File: src/rtl/ysyx_22050598_muldiv_pkg.sv
// rtl/ysyx_22050598_muldiv_pkg.sv - shared widths, state encodings and op decode for the muldiv sequencer
package ysyx_22050598_muldiv_pkg;

   localparam int XLEN  = 64;
   localparam int CNT_W = 7;

   localparam logic [2:0] ST_IDLE = 3'd0;
   localparam logic [2:0] ST_MUL  = 3'd1;
   localparam logic [2:0] ST_DIV  = 3'd2;
   localparam logic [2:0] ST_FIX  = 3'd3;
   localparam logic [2:0] ST_DONE = 3'd4;

   typedef enum logic [2:0] {
      S_IDLE = ST_IDLE,
      S_MUL  = ST_MUL,
      S_DIV  = ST_DIV,
      S_FIX  = ST_FIX,
      S_DONE = ST_DONE
   } state_t;

   typedef enum logic [1:0] {
      OP_MUL = 2'd0,
      OP_DIV = 2'd1,
      OP_REM = 2'd2
   } op_t;

   localparam logic [CNT_W-1:0] CNT_WORD  = CNT_W'(32);
   localparam logic [CNT_W-1:0] CNT_DWORD = CNT_W'(64);

   // Magnitude of the most negative dividend, used to spot min / -1.
   localparam logic [XLEN-1:0] WORD_MIN_ABS  = {{(XLEN-32){1'b0}}, 32'h8000_0000};
   localparam logic [XLEN-1:0] DWORD_MIN_ABS = {1'b1, {(XLEN-1){1'b0}}};

   function automatic logic [XLEN-1:0] sext32(input logic [XLEN-1:0] v);
      return {{(XLEN-32){v[31]}}, v[31:0]};
   endfunction

endpackage

File: src/rtl/ysyx_22050598_muldiv_signfix.sv
// rtl/ysyx_22050598_muldiv_signfix.sv - operand abs/sign extraction and result negate/select/sign-extend
module ysyx_22050598_muldiv_signfix
   import ysyx_22050598_muldiv_pkg::*;
(
   input  logic [XLEN-1:0]   src1,
   input  logic [XLEN-1:0]   src2,
   input  logic              src1_signed,
   input  logic              src2_signed,
   input  logic              is_word,
   output logic [XLEN-1:0]   ext1,
   output logic [XLEN-1:0]   abs1,
   output logic [XLEN-1:0]   abs2,
   output logic              neg1,
   output logic              neg2,
   input  logic [2*XLEN-1:0] fix_in,
   input  logic              fix_neg,
   input  logic              fix_hi,
   input  logic              fix_word,
   output logic [XLEN-1:0]   fix_out
);
   logic [XLEN-1:0]   ext2;
   logic [2*XLEN-1:0] fix_signed;

   always_comb begin
      // Word ops work on the low half, widened by the operand's own signedness.
      ext1 = src1;
      ext2 = src2;
      if (is_word) begin
         ext1 = src1_signed ? sext32(src1) : {{(XLEN-32){1'b0}}, src1[31:0]};
         ext2 = src2_signed ? sext32(src2) : {{(XLEN-32){1'b0}}, src2[31:0]};
      end
      neg1 = src1_signed & ext1[XLEN-1];
      neg2 = src2_signed & ext2[XLEN-1];
      abs1 = neg1 ? -ext1 : ext1;
      abs2 = neg2 ? -ext2 : ext2;

      fix_signed = fix_neg ? -fix_in : fix_in;
      fix_out    = fix_hi ? fix_signed[2*XLEN-1:XLEN] : fix_signed[XLEN-1:0];
      if (fix_word)
         fix_out = sext32(fix_out);
   end

endmodule

File: src/rtl/ysyx_22050598_muldiv_seq.sv
// rtl/ysyx_22050598_muldiv_seq.sv - iterative RV64M shift-add multiplier / restoring divider sequencer
module ysyx_22050598_muldiv_seq
   import ysyx_22050598_muldiv_pkg::*;
(
   input  logic            clk,
   input  logic            rst_n,
   input  logic            muldiv_valid,
   input  logic            exu_is_mul,
   input  logic            exu_is_div,
   input  logic            exu_is_rem,
   input  logic            mul_hi,
   input  logic            src1_signed,
   input  logic            src2_signed,
   input  logic            is_word,
   input  logic [XLEN-1:0] src1,
   input  logic [XLEN-1:0] src2,
   input  logic            muldiv_flush,
   output logic            muldiv_ready,
   output logic            muldivout_valid,
   output logic [XLEN-1:0] muldiv_result
);
   state_t            state, state_nxt;
   logic [CNT_W-1:0]  cnt;
   logic [2*XLEN-1:0] acc, mcand;
   logic [XLEN-1:0]   sreg, dvs, rem;
   op_t               op_q, op_in;
   logic              quo_neg_q, rem_neg_q, hi_q, word_q;

   logic [XLEN-1:0]   ext1, abs1, abs2, fix_out, fast_result, min_abs;
   logic              neg1, neg2, accept, div_zero, div_ovf, fast;
   logic [XLEN:0]     rem_sh, diff;
   logic [2*XLEN-1:0] fix_in;
   logic              fix_neg;

   ysyx_22050598_muldiv_signfix u_signfix (
      .src1        (src1),
      .src2        (src2),
      .src1_signed (src1_signed),
      .src2_signed (src2_signed),
      .is_word     (is_word),
      .ext1        (ext1),
      .abs1        (abs1),
      .abs2        (abs2),
      .neg1        (neg1),
      .neg2        (neg2),
      .fix_in      (fix_in),
      .fix_neg     (fix_neg),
      .fix_hi      ((op_q == OP_MUL) & hi_q),
      .fix_word    (word_q),
      .fix_out     (fix_out)
   );

   always_comb begin
      op_in = OP_MUL;
      if (exu_is_rem) op_in = OP_REM;
      if (exu_is_div) op_in = OP_DIV;
      if (exu_is_mul) op_in = OP_MUL;

      accept   = (state == S_IDLE) & muldiv_valid & ~muldiv_flush;
      min_abs  = is_word ? WORD_MIN_ABS : DWORD_MIN_ABS;
      div_zero = (abs2 == '0);
      div_ovf  = neg1 & neg2 & (abs1 == min_abs) & (abs2 == XLEN'(1));
      fast     = (exu_is_div | exu_is_rem) & ~exu_is_mul & (div_zero | div_ovf);
      if (div_zero)
         fast_result = exu_is_div ? '1 : (is_word ? sext32(src1) : src1);
      else
         fast_result = exu_is_div ? ext1 : '0;

      // Restoring step: the extra top bit of the shifted remainder carries out of XLEN.
      rem_sh = {rem, sreg[XLEN-1]};
      diff   = rem_sh - {1'b0, dvs};

      case (op_q)
         OP_MUL:  fix_in = acc;
         OP_DIV:  fix_in = {{XLEN{1'b0}}, sreg};
         default: fix_in = {{XLEN{1'b0}}, rem};
      endcase
      fix_neg = (op_q == OP_REM) ? rem_neg_q : quo_neg_q;
   end

   always_ff @(posedge clk) begin
      if (!rst_n)
         state <= S_IDLE;
      else
         state <= state_nxt;
   end

   always_comb begin
      state_nxt       = state;
      muldiv_ready    = (state == S_IDLE);
      muldivout_valid = (state == S_DONE);
      case (state)
         S_IDLE:       if (accept) state_nxt = fast ? S_DONE : (exu_is_mul ? S_MUL : S_DIV);
         S_MUL, S_DIV: if (cnt == CNT_W'(1)) state_nxt = S_FIX;
         S_FIX:        state_nxt = S_DONE;
         S_DONE:       state_nxt = S_IDLE;
         default:      state_nxt = S_IDLE;
      endcase
      if (muldiv_flush)
         state_nxt = S_IDLE;
   end

   always_ff @(posedge clk) begin
      if (!rst_n) begin
         cnt           <= '0;
         acc           <= '0;
         mcand         <= '0;
         sreg          <= '0;
         dvs           <= '0;
         rem           <= '0;
         op_q          <= OP_MUL;
         quo_neg_q     <= 1'b0;
         rem_neg_q     <= 1'b0;
         hi_q          <= 1'b0;
         word_q        <= 1'b0;
         muldiv_result <= '0;
      end else if (muldiv_flush) begin
         cnt <= '0;
      end else begin
         case (state)
            S_IDLE: if (muldiv_valid) begin
               cnt       <= is_word ? CNT_WORD : CNT_DWORD;
               op_q      <= op_in;
               quo_neg_q <= neg1 ^ neg2;
               rem_neg_q <= neg1;
               hi_q      <= mul_hi;
               word_q    <= is_word;
               acc       <= '0;
               rem       <= '0;
               dvs       <= abs2;
               mcand     <= {{XLEN{1'b0}}, abs1};
               // Word dividends are left-aligned so the divider always consumes from the MSB.
               if (exu_is_mul)
                  sreg <= abs2;
               else
                  sreg <= is_word ? (abs1 << 32) : abs1;
               if (fast)
                  muldiv_result <= fast_result;
            end
            S_MUL: begin
               if (sreg[0])
                  acc <= acc + mcand;
               mcand <= mcand << 1;
               sreg  <= sreg >> 1;
               cnt   <= cnt - 1'b1;
            end
            S_DIV: begin
               rem  <= diff[XLEN] ? rem_sh[XLEN-1:0] : diff[XLEN-1:0];
               sreg <= {sreg[XLEN-2:0], ~diff[XLEN]};
               cnt  <= cnt - 1'b1;
            end
            S_FIX:   muldiv_result <= fix_out;
            default: ;
         endcase
      end
   end

endmodule

File: config.mk
export PLATFORM = sky130hd
export DESIGN_NAME = ysyx_22050598_muldiv_seq
export DESIGN_NICKNAME = d
export VERILOG_FILES = /design/src/rtl/ysyx_22050598_muldiv_pkg.sv /design/src/rtl/ysyx_22050598_muldiv_signfix.sv /design/src/rtl/ysyx_22050598_muldiv_seq.sv
export SDC_FILE = /design/constraint.sdc
export NUM_CORES = 2
export LEC_CHECK = 0
export CAP_MARGIN = 20
export CORE_UTILIZATION = 50
export DETAILED_ROUTE_END_ITERATION = 6
export PLACE_DENSITY = 0.69
export SLEW_MARGIN = 15
export SYNTH_ARGS = -nofsm -noshare
export SYNTH_HDL_FRONTEND = slang
export SYNTH_SLANG_ARGS = --single-unit
export TNS_END_PERCENT = 5
File: constraint.sdc
create_clock -name clk -period 8.5 [get_ports clk]
set_input_delay 1.7 -clock clk [delete_from_list [all_inputs] [get_ports clk]]
set_output_delay 1.7 -clock clk [all_outputs]
set_load 0.03 [all_outputs]
==> results.md <==
* Status: finished, violations left
* Failing checks: DRC
* LEAKAGE at 19.1 nW
* Resize count post-CTS at 0
* RSZ-0062 raised after global routing: false
* Core area at 88,200 µm²
* Hold Buf Count CTS at 0
* Crit-path max cell delay at 0.78 ns
* Vias per cell at 6.91
* Cell area after layout at 49,700 µm²
* Cells on worst reg2reg path at 20
* Reg clk slew, reported paths at 0.06 ns
* Layout cell share with drive strength beyond 1 at 0.0677
* Antenna violations before repair at 21
* Crit path time final at 7.66 ns
* Crit path buffers/inverters at 2
* Total grt overflow at 0
* IO Count at 205
* Syn Nets at 6,543
* Cell variety after synth at 98
* Final core utilization at 0.564
* Post-synthesis mux area share at 0.0370
* Slew Limit Fails at 0
* R2R setup slack at 1.88 ns
* Synth-to-Final Area Change at 11.8%
* Synth Area in Compound Gates at 0.314
* DIE AREA at 90,200 µm²
* Slew headroom at 0.0757
* Synth Area per Inst at 7.17 µm²
* CTS root buffer: clkbuf_16
* DRT antenna net count at 0
* Largest net degree at the start of global routing at 113
* CP most frequent cell: or4_1
* Final worst-path cycle share at 0.901
* Synth Area in Simple Gates at 0.221
* Synth warn at 0
* DRC violations left at 2
* Synth Area in XOR/XNOR at 0.0791
* Nets at 6,490
* Critical path's top delay family: simple AND/OR/NAND/NOR gates
* Data arrival, critical path at 8.19 ns
* DR vias at 50.9k
* HP Class: flop to flop
* Max_cap viols at 0
* Die H at 300 µm
* Filler instances at 8,565
* Initial core utilization at 0.504
* 1st-iter DRT viols at 7,794
* F_max at 0.131 GHz
* Total routed wirelength at 219,000 µm
* DRT Pass-1 Iters at 7
* Routability Congestion at 1.10
* Number of setup violations in the final report at 0
* CP cell instances: clkdlybuf4s50_1 -> or4_1 -> nor3_1 -> nand3_1 -> nand2_1 -> xnor2_1 -> ha_1 -> nand4_1 -> a2111oi_0 -> o2111ai_1 -> or4_1 -> or4_1 -> or4_1 -> a2111o_1 -> nor3_2 -> o21bai_4 -> buf_12 -> o41ai_1
* Cells after Synth at 6,203
* R2r endpoint: rem[10]
* Required time worst endpoint at 9.03 ns
* Synthesis-stage register bit count at 528
* Power per cell area at 147 nW/µm²
* Seq/Total Area, Yosys at 0.238
* Largest family of logic cells by synthesized area: compound AO/OA/AOI/OAI gates
* Post-synth EDFFs at 0
* DP Area at 47,500 µm²
* Clock Skew at 0.0243 ns
* Hold Vio Cnt, Final at 0
* TritonCTS Buffers at 67
* Input/output buffers at 204
* Setup crit end kind: flop
* Worst setup SP type: input port
* Maximum vdd drop at 0.190 mV
* WS Path Type: input port to flop
* Later-pin clock latency in the skew report at 0.65 ns
* Global-route usage over all layers at 0.467
* Post-DP HPWL at 170,000 µm
* Clock buffer depth at 3
* Hold path depth at 2
* Asr flop ratio synth at 0
* First-pass GRT wire length at 314,000 µm
* Vias in the first global route at 45.6k
* Adder-cell share of the synthesized area at 0.0569
* Row cnt at 109
* Crit-path slowest cell: or4_1
* # Post-CTS Setup Buffers at 0
* Most common cell after layout, fill and taps aside: nor2_1
* Clock tree from TritonCTS: built
* Commonest non-fill, non-tap cells in the layout: nor2_1, a21oi_1, nand2_1
* Hold path endpoint: dvs[50]
* Synthesized area at 44,500 µm²
* DR WL/cell at 29.7 µm
* Reg-to-Reg Start: sreg[63]
* Pin slew with the least headroom to its limit at 1.38 ns
* DIE WIDTH at 300 µm
* Final TNS setup at 0 ns
* CTS sink cnt at 528
* Hold Startpoint: dvs[50]
* Crit path max fanout at 40
* H-tree depth at 3
* Top FF cell, synth: dfxtp_1
[area by class of cell]
type	count	area [µm²]	share of cell area
diodes	7	17.5	0.000352
clock buffers	93	1960	0.0394
clock inverters	27	236	0.00475
inverters	157	597	0.0120
multi-input cells	5037	31600	0.636
flip-flops and latches	528	10600	0.213
well taps	1165	1460	0.0293
repair buffers	359	3260	0.0654
[state kept, by name (all words and copies together), names as in the netlist]
name and count:
acc 128, cnt 7, dvs 64, hi_q 1
mcand 128, muldiv_result 64, op_q 2, quo_neg_q 1
rem 64, rem_neg_q 1, sreg 64, state 3
word_q 1
[worst max-delay path by stage]
stage	startpoint	to	slack (ns)	cells after the start
final	src1[7]	muldiv_result[52]	0.84	18
after global routing	src1[7]	muldiv_result[52]	0.70	18
after CTS	src1[7]	muldiv_result[52]	1.06	18
after detailed placement	src1[7]	muldiv_result[52]	0.47	18
after global placement	src1[7]	muldiv_result[41]	0.63	18
after floorplan	is_word	muldiv_result[16]	1.13	22
[per-layer routing]
layer | wire (µm) | vias up | GRT usage
li1 | - | 22750 | -
met1 | 83500 | 24042 | 0.585
met2 | 91100 | 3345 | 0.688
met3 | 26500 | 785 | 0.128
met4 | 18200 | 16 | 0.337
met5 | 120 | - | 0
[stage by stage]
stage          worst slack [ns]  total power [W]  std cells  hold WS, ns
2_1_floorplan              1.13          0.00357       6203        0.436
3_3_place_gp              0.625          0.00428       7240        0.448
3_5_place_dp              0.465          0.00428       7241        0.452
4_1_cts                    1.06          0.00718       7361        0.460
5_1_grt                   0.697          0.00743       7366        0.484
6_report                  0.840          0.00729       7373        0.464
[worst reg2reg max path, delay by kind of cell (launching register included)]
family | cells | cell delay (ns)
AO/OA/AOI/OAI | 10 | 2.27
XOR/XNOR | 1 | 0.80
adder cells (fa/ha/maj) | 2 | 0.51
buffers and inverters | 5 | 1.29
flip-flops | 1 | 0.37
multiplexers | 1 | 0.23
AND/OR/NAND/NOR | 1 | 1.00
[cell usage after synthesis (all sizes together), types with 19 or more instances]
cell type | instances | area [µm²]
nor2 | 668 | 2510
a21oi | 637 | 3190
nand2 | 604 | 2270
dfxtp | 528 | 10600
o21ai | 513 | 2570
clkbuf | 416 | 1560
xnor2 | 225 | 1970
ha | 199 | 2490
nand3 | 188 | 941
xor2 | 176 | 1550
inv | 157 | 589
a21o | 155 | 1160
nor3 | 146 | 746
mux2i | 132 | 1320
a211oi | 123 | 928
nand4 | 102 | 638
o31ai | 84 | 636
a22oi | 83 | 623
a31oi | 81 | 507
nor4 | 68 | 459
buf | 65 | 294
and3 | 49 | 307
o21bai | 48 | 360
or3 | 48 | 300
a222oi | 47 | 470
o211ai | 43 | 323
or4 | 41 | 319
nand2b | 36 | 225
o41ai | 36 | 375
nor2b | 34 | 213
a221oi | 33 | 289
mux2 | 29 | 327
o22ai | 29 | 181
and2 | 26 | 163
or2 | 26 | 163
o21a | 25 | 188
a22o | 23 | 201
a41oi | 22 | 193
a31o | 20 | 175
a32oi | 19 | 166
[where the power goes]
group | switching, W | internal [W] | leakage (nW) | total (W)
clock network | 0.00127 | 0.00168 | 1.09 | 0.00295
logic | 0.00119 | 0.000517 | 13.8 | 0.00171
registers | 0.0000798 | 0.00255 | 4.29 | 0.00263
total | 0.00254 | 0.00474 | 19.1 | 0.00729
[cells by family (layout without fill, tap and decap cells)]
group | count (synthesis) | after routing
adders and majority gates | 201 | 201
other | 0 | 7
and+or+nand+nor | 2102 | 2102
DFF | 528 | 528
AOI/OAI and AO/OA | 2172 | 2172
buffers and inverters | 638 | 636
xor gates and xnor gates | 401 | 401
muxes | 161 | 161
Note: power is estimated with default switching activity, not from simulation.
